$ cat src/rtl/vending_change_dispenser.sv
// Change dispenser: pays out an amount owed (half-yuan units) through a one-yuan
// and a half-yuan hopper. Define DISPENSE_RETRY_EN to allow one re-drive per coin.
module vending_change_dispenser #(
  parameter int PULSE_CYCLES   = 4,
  parameter int TIMEOUT_CYCLES = 16
) (
  input  logic       sys_clk,
  input  logic       sys_rst_n,
  input  logic       pi_req,
  input  logic [3:0] pi_amount,
  input  logic       pi_hopper_ack,
  input  logic       pi_clear,
  output logic       po_drive_one,
  output logic       po_drive_half,
  output logic       po_busy,
  output logic       po_done,
  output logic       po_fault,
  output logic [3:0] po_remaining
);

  localparam int CNT_MAX = (PULSE_CYCLES > TIMEOUT_CYCLES) ? PULSE_CYCLES : TIMEOUT_CYCLES;
  localparam int CNT_W   = $clog2(CNT_MAX + 1);

  localparam logic [CNT_W-1:0] PULSE_LAST   = CNT_W'(PULSE_CYCLES - 1);
  localparam logic [CNT_W-1:0] TIMEOUT_LAST = CNT_W'(TIMEOUT_CYCLES - 1);

  typedef enum logic [2:0] {
    S_IDLE     = 3'd0,
    S_SELECT   = 3'd1,
    S_DRIVE    = 3'd2,
    S_WAIT_ACK = 3'd3,
    S_DONE     = 3'd4,
    S_FAULT    = 3'd5
  } state_t;

  state_t           state, state_d;
  logic [CNT_W-1:0] cnt, cnt_d;
  logic             coin_one, coin_one_d;
  logic [3:0]       remaining_d;
  logic             drive_one_d, drive_half_d, busy_d, done_d, fault_d;

`ifdef DISPENSE_RETRY_EN
  // Set once the current coin has used up its single re-drive.
  logic retried, retried_d;
`endif

  always_comb begin
    // NOTE: every variable driven here gets a default first, so no branch
    // can leave one unassigned and infer a latch.
    state_d     = state;
    cnt_d       = cnt;
    coin_one_d  = coin_one;
    remaining_d = po_remaining;
`ifdef DISPENSE_RETRY_EN
    retried_d   = retried;
`endif

    case (state)
      S_IDLE: begin
        if (pi_req) begin
          remaining_d = pi_amount;
          state_d     = S_SELECT;
        end
      end

      S_SELECT: begin
        cnt_d = '0;
`ifdef DISPENSE_RETRY_EN
        retried_d = 1'b0;
`endif
        if (po_remaining == 4'd0) begin
          state_d = S_DONE;
        end else begin
          coin_one_d = (po_remaining >= 4'd2);
          state_d    = S_DRIVE;
        end
      end

      S_DRIVE: begin
        if (cnt == PULSE_LAST) begin
          cnt_d   = '0;
          state_d = S_WAIT_ACK;
        end else begin
          cnt_d = cnt + 1'b1;
        end
      end

      S_WAIT_ACK: begin
        // An acknowledge in the last waiting cycle still counts the coin.
        if (pi_hopper_ack) begin
          remaining_d = po_remaining - (coin_one ? 4'd2 : 4'd1);
          state_d     = S_SELECT;
        end else if (cnt == TIMEOUT_LAST) begin
`ifdef DISPENSE_RETRY_EN
          if (!retried) begin
            retried_d = 1'b1;
            cnt_d     = '0;
            state_d   = S_DRIVE;
          end else begin
            state_d = S_FAULT;
          end
`else
          state_d = S_FAULT;
`endif
        end else begin
          cnt_d = cnt + 1'b1;
        end
      end

      S_DONE: state_d = S_IDLE;

      S_FAULT: begin
        if (pi_clear) begin
          remaining_d = 4'd0;
          state_d     = S_IDLE;
        end
      end

      default: state_d = S_IDLE;
    endcase

    // Outputs are derived from the next state so they can be registered
    // and still line up with the state they describe.
    busy_d       = (state_d != S_IDLE);
    drive_one_d  = (state_d == S_DRIVE) && coin_one_d;
    drive_half_d = (state_d == S_DRIVE) && !coin_one_d;
    done_d       = (state_d == S_DONE);
    fault_d      = (state_d == S_FAULT);
  end

  // NOTE: sequential state is written with non-blocking assignments only, so
  // every register samples the pre-edge values regardless of statement order.
  always_ff @(posedge sys_clk or negedge sys_rst_n) begin
    if (!sys_rst_n) begin
      state         <= S_IDLE;
      cnt           <= '0;
      coin_one      <= 1'b0;
      po_remaining  <= 4'd0;
      po_drive_one  <= 1'b0;
      po_drive_half <= 1'b0;
      po_busy       <= 1'b0;
      po_done       <= 1'b0;
      po_fault      <= 1'b0;
`ifdef DISPENSE_RETRY_EN
      retried       <= 1'b0;
`endif
    end else begin
      state         <= state_d;
      cnt           <= cnt_d;
      coin_one      <= coin_one_d;
      po_remaining  <= remaining_d;
      po_drive_one  <= drive_one_d;
      po_drive_half <= drive_half_d;
      po_busy       <= busy_d;
      po_done       <= done_d;
      po_fault      <= fault_d;
`ifdef DISPENSE_RETRY_EN
      retried       <= retried_d;
`endif
    end
  end

endmodule

$ cat config.mk
export PLATFORM = sky130hd
export DESIGN_NAME = vending_change_dispenser
export DESIGN_NICKNAME = d
export VERILOG_FILES = /design/src/rtl/vending_change_dispenser.sv
export SDC_FILE = /design/constraint.sdc
export NUM_CORES = 1
export LEC_CHECK = 0
export BUFFER_PORTS_ARGS = -buffer_cell sky130_fd_sc_hd__buf_4
export CORE_ASPECT_RATIO = 0.7
export CORE_MARGIN = 1
export CORE_UTILIZATION = 45
export DETAILED_ROUTE_END_ITERATION = 6
export HOLD_SLACK_MARGIN = 0.02
export PLACE_DENSITY_LB_ADDON = 0.1
export SYNTH_ARGS = -nofsm -noshare
export SYNTH_HDL_FRONTEND = slang
export SYNTH_SLANG_ARGS = --single-unit
$ cat constraint.sdc
create_clock -name sys_clk -period 2.1 [get_ports sys_clk]
set_input_delay 0.105 -clock sys_clk [delete_from_list [all_inputs] [get_ports sys_clk]]
set_output_delay 0.105 -clock sys_clk [all_outputs]
set_load 0.05 [all_outputs]
==> results of run 1 <==
Yosys cell counts (2+ instances only):
cell and instances:
o22ai_1 2, buf_2 3, nor2b_1 4, or3_1 3
o21ai_0 3, nor3_1 2, nor2_1 3, and4b_1 2
a22oi_1 2, dfrtp_1 18, ha_1 4, and2_1 2
o21ai_1 7, nor3b_1 3, nand2b_1 2, inv_1 7
nand2_1 7
per-layer routing:
metal / track usage (%) / vias to the layer above / wire length, µm
met5: 0 / - / 0
met4: 5.714 / 0 / 19
met3: 5.607 / 2 / 115
met2: 27.59 / 22 / 904
met1: 30.26 / 376 / 1123
li1: - / 394 / -
power by group:
| group | switching, mW | total [mW] | internal (mW) |
|---|---|---|---|
| logic | 0.640 | 1.08 | 0.442 |
| clock network | 0.115 | 0.221 | 0.106 |
| registers | 0.135 | 0.599 | 0.464 |
| total | 0.889 | 1.90 | 1.01 |
stage by stage:
step | TNS, ns | area (µm²)
2_1_floorplan | 0 | 1025
3_3_place_gp | 0 | 1180
3_5_place_dp | 0 | 1180
4_1_cts | 0 | 1234
5_1_grt | -0.01457 | 1246
6_report | 0 | 1246
registers in the layout, indices dropped and copies added, names as in the netlist:
register       cells
po_done            1
cnt                5
po_remaining       4
po_fault           1
coin_one           1
state              3
po_drive_half      1
po_drive_one       1
po_busy            1
worst max-delay path by stage:
| stage | start | endpoint | slack, ns | cells past startpoint |
|---|---|---|---|---|
| after floorplan | cnt[0] | cnt[3] | 0.01 | 8 |
| after CTS | cnt[1] | cnt[3] | 0.02 | 7 |
| after detailed placement | cnt[1] | cnt[3] | 0.02 | 7 |
| after global placement | cnt[0] | cnt[3] | 0.08 | 7 |
| final | cnt[0] | cnt[3] | 0.04 | 7 |
| after global routing | cnt[0] | cnt[3] | -0.01 | 7 |
logic make-up after synthesis:
logic type / count (synthesis) / share of synthesized area, %
AND/OR/NAND/NOR: 36 / 22.31
AO/OA/AOI/OAI: 26 / 19.55
flip-flops: 18 / 45.11
buffers and inverters: 12 / 4.887
adder cells (fa/ha/maj): 5 / 7.018
multiplexers: 1 / 1.128
repair_timing:
| action | CTS | global route |
|---|---|---|
| endpoints found under the setup margin | 1 | 5 |
| pin swaps | 0 | 1 |
| hold buffers | 1 | 0 |
| resized for setup | 0 | 2 |
| buffers inserted | 1 | 1 |
| hold endpoints to repair | 18 | 0 |
| gates cloned | 0 | 0 |
area by class of cell:
cell class	count	area share, %
clock buffer	4	2.912
inverter	8	2.410
multi-input combinational	68	42.07
sequential	18	36.14
tap	30	3.012
timing repair buffer	22	13.45
worst max-delay path, cell delays in order (launching register included):
cell     delay [ns]
dfrtp_1        0.40
ha_2           0.21
and3_4         0.16
ha_4           0.16
o211a_1        0.19
or3_4          0.39
a211o_4        0.30
o31ai_2        0.17
==> results.yml, run 1 <==
status:
  status: "finished clean"
pwr:
  p_leak_nw: 0.5859
  ir_drop_mv: 0.6434
  powerDensity_nw_per_um2: 1526
  report.power.total_mw: 1.901
timing:
  clock_skew_ns: 0.01827
  slew_headroom_pct: 67.68
  hold_ws_ns: 0.07628
  finalHoldViolCount: 0
  finalSetupViolCount: 0
  worst_pin_slew_ns: 0.4781
  drv_slew: 0
  setup_slack_ns: 0.03988
  min_period_over_period_pct: 98.10
  period_needed_ns: 2.060
  max_freq_mhz: 485.4
synthesis:
  avgSynthCellArea_um2: 10.19
  synth-main-ff-cell: "dfrtp_1"
  synth.area.top_cells: "dfrtp_1 45%, ha_1 5.0%, o21ai_1 3.5%, inv_1 2.6%, nand2_1 2.6%"
  synth_edf_count: 0
  synth-seq-cells: 18
  async_flop_share_pct: 100.0
  netlist_area_um2: 998.5
  synth_top_area_cell: "dfrtp_1"
  synth_cell_types: 41
  syn-num-nets: 112
  syn_inst: 98
  synth_sequential_area_ratio_pct: 45.11
  yosys_warnings: 0
  synth.top_cell.area_share_pct: 45.11
placement:
  dp_cells: 143
  globalplace.congestion: 0.8843
  post-place-ws_ns: 0.02180
  hpwlAfterDp_um: 1547
  port_buffers: 17
global_route:
  grt_pass1_wl_um: 3539
  antenna_found_initial: 0
  grt_usage_pct: 19.97
  gr-total-overflow: 0
  grt_start_max_net_pins: 19
  grt_pass1_vias: 708
cells_and_area:
  insertedDiodeCount: 0
  final_cells: 150
  nFillCells: 159
  final_core_utilization_pct: 63.32
  register_area_um2: 450.4
  final_common_cell: "buf_4"
  multi_input_area_um2: 524.3
  final_nets: 135
  syn_to_final_growth_pct: 24.81
  final_cell_mix: "21 x buf_4, 18 x dfrtp_1, 8 x o21ai_1, 7 x inv_1, 7 x nand2_1"
  drive_above_1_share_pct: 30.83
clock_tree:
  cts_tree: "done"
  cts_made_buffers: 3
  clk_pin_slew_ns: 0.12
  clock_sinks: 18
  clock_path_buffers: 2
  clkLatencyLatePin_ns: 0.31
  root_buffer: "clkbuf_4"
  htree_levels: 1
worst_setup_path:
  ff2ff_setup_slack_ns: 0.04
  worstReg2RegEnd: "cnt[3]"
  critical_path.max_fanout: 5
  worstPathRequired_ns: 2.33
  worst_r2r_path_depth: 7
  worstSetupStartpointType: "register"
  critPathKind: "register to register"
  r2r-start: "cnt[0]"
  endpoint_kind: "register"
  arrival_ns: 2.29
worst_hold_path:
  hold_class: "input port to register"
  min_to: "po_remaining[1]"
  holdPathStages: 3
  worstHoldStart: "pi_amount[1]"
die:
  die-area_um2: 2414
  ios: 18
  die_h_um: 41.41
  core_region_area_um2: 1968
  initial_core_util_pct: 50.73
  num_rows: 13
  die_x_um: 58.30
routing:
  drc: 0
  vias: 794
  drtPass1Iterations: 4
  ant_nets: 0
  routed_wl_um: 2162
  vias_per_cell: 5.293
  drt_iter0_drc: 21
  routedWlPerCell_um: 14.41
run:
  drv_cap: 0
Note: power is estimated with default switching activity, not from simulation.
==> run 2, diff against run 1 <==
ABC_AREA = 1   (was unset)
==> run 2 against run 1 <==
Net effect: sequential power is 1% lower; non-clock buffer count is 4 lower; utilization is 4.5 points lower; setup slack better by 0.34 ns; sequential share of layout area is 1.7 points lower; largest cell class unchanged; largest power group unchanged.
==> results.yml, run 2 <==
synthesis:
  avgSynthCellArea_um2: 7.194
  synth_sequential_area_ratio_pct: 41.19
  syn-num-nets: 166
  netlist_top_cells_count: "52 x nand2_1, 18 x dfrtp_1, 18 x nor2_1"
  yosys_warnings: 0
  syn_inst: 152
  synth-main-ff-cell: "dfrtp_1"
  synth_top_area_cell: "dfrtp_1"
  synth_cell_types: 18
  synth.top_cell.area_share_pct: 41.19
  synth-seq-cells: 18
  synth_edf_count: 0
  netlist_area_um2: 1094
  async_flop_share_pct: 100.0
  synth.area.top_cells: "dfrtp_1 41%, nand2_1 18%, nand3_1 6.4%, nor2_1 6.2%, inv_1 5.5%"
  yosysMostFrequentCell: "nand2_1"
timing:
  finalHoldViolCount: 0
  fin_setup_tns_ns: 0
  rsz0062_at_grt: "false"
  drv_slew: 0
  worst_pin_slew_ns: 0.3011
  max_freq_mhz: 582.1
  period_needed_ns: 1.718
  clock_skew_ns: 0.01990
  slew_headroom_pct: 79.93
  finalSetupViolCount: 0
  min_period_over_period_pct: 81.80
  setup_slack_ns: 0.3821
cells_and_area:
  final_common_cell: "nand2_1"
  syn_to_final_growth_pct: 19.56
  final_cell_mix: "52 x nand2_1, 18 x nor2_1, 18 x dfrtp_1, 17 x buf_4, 16 x inv_1"
  final_cells: 206
  largest_reg_flops: 5
  top_register: "cnt"
  largest_registers: "cnt (5), po_remaining (4), state (3)"
  final_cell_area_um2: 1308
  insertedDiodeCount: 0
  drive_above_1_share_pct: 19.54
  final_core_utilization_pct: 58.77
  final_nets: 189
worst_setup_path:
  arrival_ns: 1.93
  worstReg2RegEnd: "po_remaining[2]"
  worst_r2r_path_depth: 9
  r2r-start: "coin_one"
  critical_path.max_fanout: 3
  endpoint_kind: "register"
  ff2ff_setup_slack_ns: 0.38
  critPathKind: "register to register"
  worstPathRequired_ns: 2.31
  worstSetupStartpointType: "register"
clock_tree:
  cts_made_buffers: 3
  clock_sinks: 18
  clkLatencyLatePin_ns: 0.30
  cts_resized: 0
  cts_tree: "done"
  clk_pin_slew_ns: 0.12
  htree_levels: 1
  clock_path_buffers: 2
  cts_setup_buffers: 0
  root_buffer: "clkbuf_4"
placement:
  dp_cells: 201
  globalplace.congestion: 0.8792
  port_buffers: 17
  post-place-ws_ns: 0.3571
  hpwlAfterDp_um: 1871
  post_dp_cell_area_um2: 1261
die:
  core_region_area_um2: 2225
  die_x_um: 60.92
  die-area_um2: 2634
  die_h_um: 43.25
  initial_core_util_pct: 49.16
  ios: 18
  num_rows: 14
pwr:
  powerDensity_nw_per_um2: 1491
  p_leak_nw: 0.7174
  ir_drop_mv: 0.6437
global_route:
  grt_usage_pct: 20.69
  gr-total-overflow: 0
  grt_pass1_wl_um: 3912
  antenna_found_initial: 0
  grt_pass1_vias: 855
  grt_start_max_net_pins: 19
routing:
  drc: 0
  routedWlPerCell_um: 11.53
  ant_nets: 0
  drt_iter0_drc: 57
  vias: 987
  vias_per_cell: 4.791
  routed_wl_um: 2375
  drtPass1Iterations: 4
worst_hold_path:
  min_to: "po_remaining[1]"
  hold_class: "input port to register"
  holdPathStages: 5
  worstHoldStart: "pi_amount[1]"
run:
  drv_cap: 0
status:
  status: "finished clean"
## run 2: changes by cell type after synthesis, moves of 4 or more
cell	previous run	this run
nor2_1	3	18
o21ai_0	3	7
nor2b_1	4	0
inv_1	7	16
o21ai_1	7	0
nand3_1	1	14
nand2_1	7	52
## run 2: logic make-up (layout without fill, tap and decap cells)
logic type | after synthesis | count (layout) | synth area share (%)
buffers and inverters | 19 | 41 | 6.522
AND/OR/NAND/NOR | 100 | 100 | 41.30
flip-flops | 18 | 18 | 41.19
AO/OA/AOI/OAI | 10 | 10 | 4.576
adder cells (fa/ha/maj) | 5 | 5 | 6.408
## run 2: worst max-delay path, stage by stage, from the launching register on
cell	delay [ns]
dfrtp_1	0.40
inv_1	0.13
ha_1	0.16
inv_1	0.06
fa_1	0.39
or2_2	0.30
nand3_1	0.07
nand2_1	0.05
nand2_1	0.05
nand2_1	0.04
## run 2: cell type report
type / count / area, µm²
repair buffers: 18 / 137.6
well taps: 32 / 40.04
inverters: 19 / 71.32
clock buffers: 4 / 36.28
multi-input cells: 115 / 571.8
flip-flops and latches: 18 / 450.4
fillers: 207 / 917.1
## run 2: power breakdown
| group | switching, mW | total (mW) | internal [mW] | leakage, nW |
|---|---|---|---|---|
| Combinational | 0.771 | 1.14 | 0.370 | 0.463 |
| Sequential | 0.131 | 0.591 | 0.461 | 0.234 |
| Clock | 0.112 | 0.217 | 0.105 | 0.0210 |
## run 2: what timing repair did
| item | 4_1_cts | 5_1_grt |
|---|---|---|
| endpoints found under the hold margin | 18 | 0 |
| hold buffers | 1 | 0 |
| setup endpoints to repair | 0 | 0 |
## run 2: through the flow
| stage | total power [mW] | hold slack (ns) |
|---|---|---|
| after floorplan | 1.432 | -0.1906 |
| after detailed placement | 1.729 | -0.01239 |
| after global routing | 2.117 | 0.09366 |
| after global placement | 1.713 | -0.01259 |
| after CTS | 1.953 | 0.08185 |
| final | 1.949 | 0.08235 |
## run 2: worst max path at each step
| stage | from | end | cells past startpoint |
|---|---|---|---|
| after global routing | coin_one | po_remaining[2] | 9 |
| after global placement | coin_one | po_remaining[2] | 9 |
| final | coin_one | po_remaining[2] | 9 |
| after detailed placement | coin_one | po_remaining[2] | 9 |
| after CTS | coin_one | po_remaining[2] | 9 |
| after floorplan | po_remaining[0] | po_remaining[2] | 9 |
## run 2: per-layer routing
| metal | global-route usage (%) | vias up | part of all wire [%] |
|---|---|---|---|
| met5 | 0 | - | 0 |
| met3 | 5.183 | 2 | 5.8 |
| met2 | 28.13 | 21 | 38 |
| met1 | 33.33 | 441 | 56 |
| li1 | - | 523 | - |
| met4 | 2.727 | 0 | 0.51 |
==> run 3, diff against run 2 <==
clock period = 1.7 ns   (was 2.1 ns; I/O delays follow)
==> run 3 against run 2 <==
Net effect: first-iteration DRC count fell by 28%; via count rose by 3.9%; critical path depth did not move; register-to-register slack got worse by 0.29 ns; die area did not move; maximum frequency rose by 6.6%.
==> results.yml, run 3 (synthesis results as in run 2) <==
cells_and_area:
  final_cell_mix: "52 x nand2_1, 19 x buf_4, 17 x nor2_1, 16 x dfrtp_1"
  multi_input_area_um2: 606.8
  syn_to_final_growth_pct: 24.37
  top_register: "cnt"
  final_cell_area_um2: 1360
  final_common_cell: "nand2_1"
  largest_reg_flops: 5
  final_nets: 191
  insertedDiodeCount: 0
  nFillCells: 211
  drive_above_1_share_pct: 26.14
  largest_registers: "cnt (5), po_remaining (4), state (3)"
  register_area_um2: 452.9
pwr:
  p_comb_share_pct: 60.3
  report.power.total_mw: 2.532
  power_frac_seq_pct: 28.9
  clkPwrFrac_pct: 10.8
  powerDensity_nw_per_um2: 1862
  p_leak_nw: 0.7228
  intPower_mw: 1.216
  switching_share_pct: 51.98
  ir_drop_mv: 0.7633
  p_sw_mw: 1.316
worst_setup_path:
  crit_buf_inv: 0
  critPathKind: "register to register"
  arrival_ns: 1.84
  critical_path.max_fanout: 4
  path_delay_family: "simple AND/OR/NAND/NOR gates"
  worstSetupStartpointType: "register"
  critPathLaunch: "cnt[0]"
  slowest_stage: "dfrtp_2"
  max_stage_delay_ns: 0.45
  cp_cell_sequence: "ha_2 > nand2_1 > nor2_1 > ha_1 > nor2_1 > nand3_1 > nand3_2 > nand2_1 > nor2_1"
  path_common_cell: "nor2_1"
  endpoint_kind: "register"
  worstPathRequired_ns: 1.93
  r2r-start: "cnt[0]"
die:
  core_region_area_um2: 2225
  initial_core_util_pct: 49.16
  die_h_um: 43.25
  die_x_um: 60.92
  num_rows: 14
  ios: 18
  die-area_um2: 2634
global_route:
  grt_pass1_wl_um: 3933
  grt_usage_pct: 21.26
  antenna_found_initial: 0
  gr-total-overflow: 0
  grt_start_max_net_pins: 19
  grt_pass1_vias: 817
clock_tree:
  clock_path_buffers: 2
  htree_levels: 1
  clkLatencyLatePin_ns: 0.30
  root_buffer: "clkbuf_4"
  cts_made_buffers: 3
  clock_sinks: 18
  clk_pin_slew_ns: 0.12
  cts_tree: "done"
run:
  drv_cap: 0
worst_hold_path:
  worstHoldStart: "pi_amount[1]"
  hold_class: "input port to register"
routing:
  ant_nets: 0
  drtPass1Iterations: 4
  vias: 1025
  drc: 0
  vias_per_cell: 4.928
  drt_iter0_drc: 41
  routed_wl_um: 2532
  routedWlPerCell_um: 12.17
timing:
  finalHoldViolCount: 0
  clock_skew_ns: 0.01535
  worst_pin_slew_ns: 0.3342
  max_freq_mhz: 620.6
  finalSetupViolCount: 0
  min_period_over_period_pct: 94.78
  hold_ws_ns: 0.06044
  period_needed_ns: 1.611
  drv_slew: 0
  slew_headroom_pct: 77.72
placement:
  port_buffers: 17
  post_dp_cell_area_um2: 1285
  hpwlAfterDp_um: 1863
  globalplace.congestion: 0.8303
status:
  status: "finished clean"
run 3: cell count changes in the layout (fill, tap and decap cells not counted), sizes merged:
cell	delta
buf	+2
run 3: timing repair:
item / in CTS / in global routing
hold endpoints to repair: 18 / 0
buffers inserted: 0 / 2
endpoints found under the setup margin: 0 / 9
hold buffers: 1 / 0
resized for setup: 0 / 5
run 3: final timing paths:
| kind | to | slack (ns) | cells past startpoint |
|---|---|---|---|
| max reg2reg | po_drive_half | 0.09 | 9 |
| max | po_drive_half | 0.09 | 9 |
| min reg2reg | cnt[4] | 0.51 | 2 |
| min in group asynchronous | po_fault | 0.18 | 2 |
| min | po_remaining[1] | 0.06 | 5 |
| max in group asynchronous | po_remaining[0] | 1.29 | 2 |
run 3: through the flow:
stage	setup slack, ns	utilization, %	TNS (ns)	instances
3_5_place_dp	0.06144	57.76	0	201
2_1_floorplan	0.03971	-	0	152
3_3_place_gp	0.08895	57.76	0	201
5_1_grt	-0.005767	61.14	-0.01055	208
4_1_cts	0.02787	59.84	0	206
6_report	0.08866	61.14	0	208
run 3: layout make-up:
cell class	instances	area share [%]
Tap cell	32	2.944
Multi-Input combinational cell	115	44.62
Clock buffer	4	2.668
Timing Repair Buffer	20	11.22
Inverter	19	5.244
Sequential cell	18	33.30
run 3: metal layers:
| metal | part of all wire [%] | global-route usage, % | vias up | wire (µm) |
|---|---|---|---|---|
| li1 | - | - | 527 | - |
| met1 | 58 | 36.33 | 474 | 1456 |
| met2 | 38 | 25.93 | 22 | 968 |
| met4 | 0.36 | 2.727 | 0 | 9 |
| met3 | 3.8 | 6.402 | 2 | 97 |
| met5 | 0 | 0 | - | 0 |
run 3: tightest hold or removal path: cells and delay by family:
kind / cells / cell delay, ns
buffers and inverters: 1 / 0.07
AND/OR/NAND/NOR: 4 / 0.18
run 3: power groups by stage:
| stage | Clock (mW) | Sequential [mW] | Combinational (mW) |
|---|---|---|---|
| after CTS | 0.282 | 0.731 | 1.46 |
| after detailed placement | 0 | 0.738 | 1.45 |
| after global routing | 0.300 | 0.752 | 1.72 |
| after floorplan | 0 | 0.965 | 0.859 |
| after global placement | 0 | 0.738 | 1.43 |
| final | 0.274 | 0.732 | 1.53 |
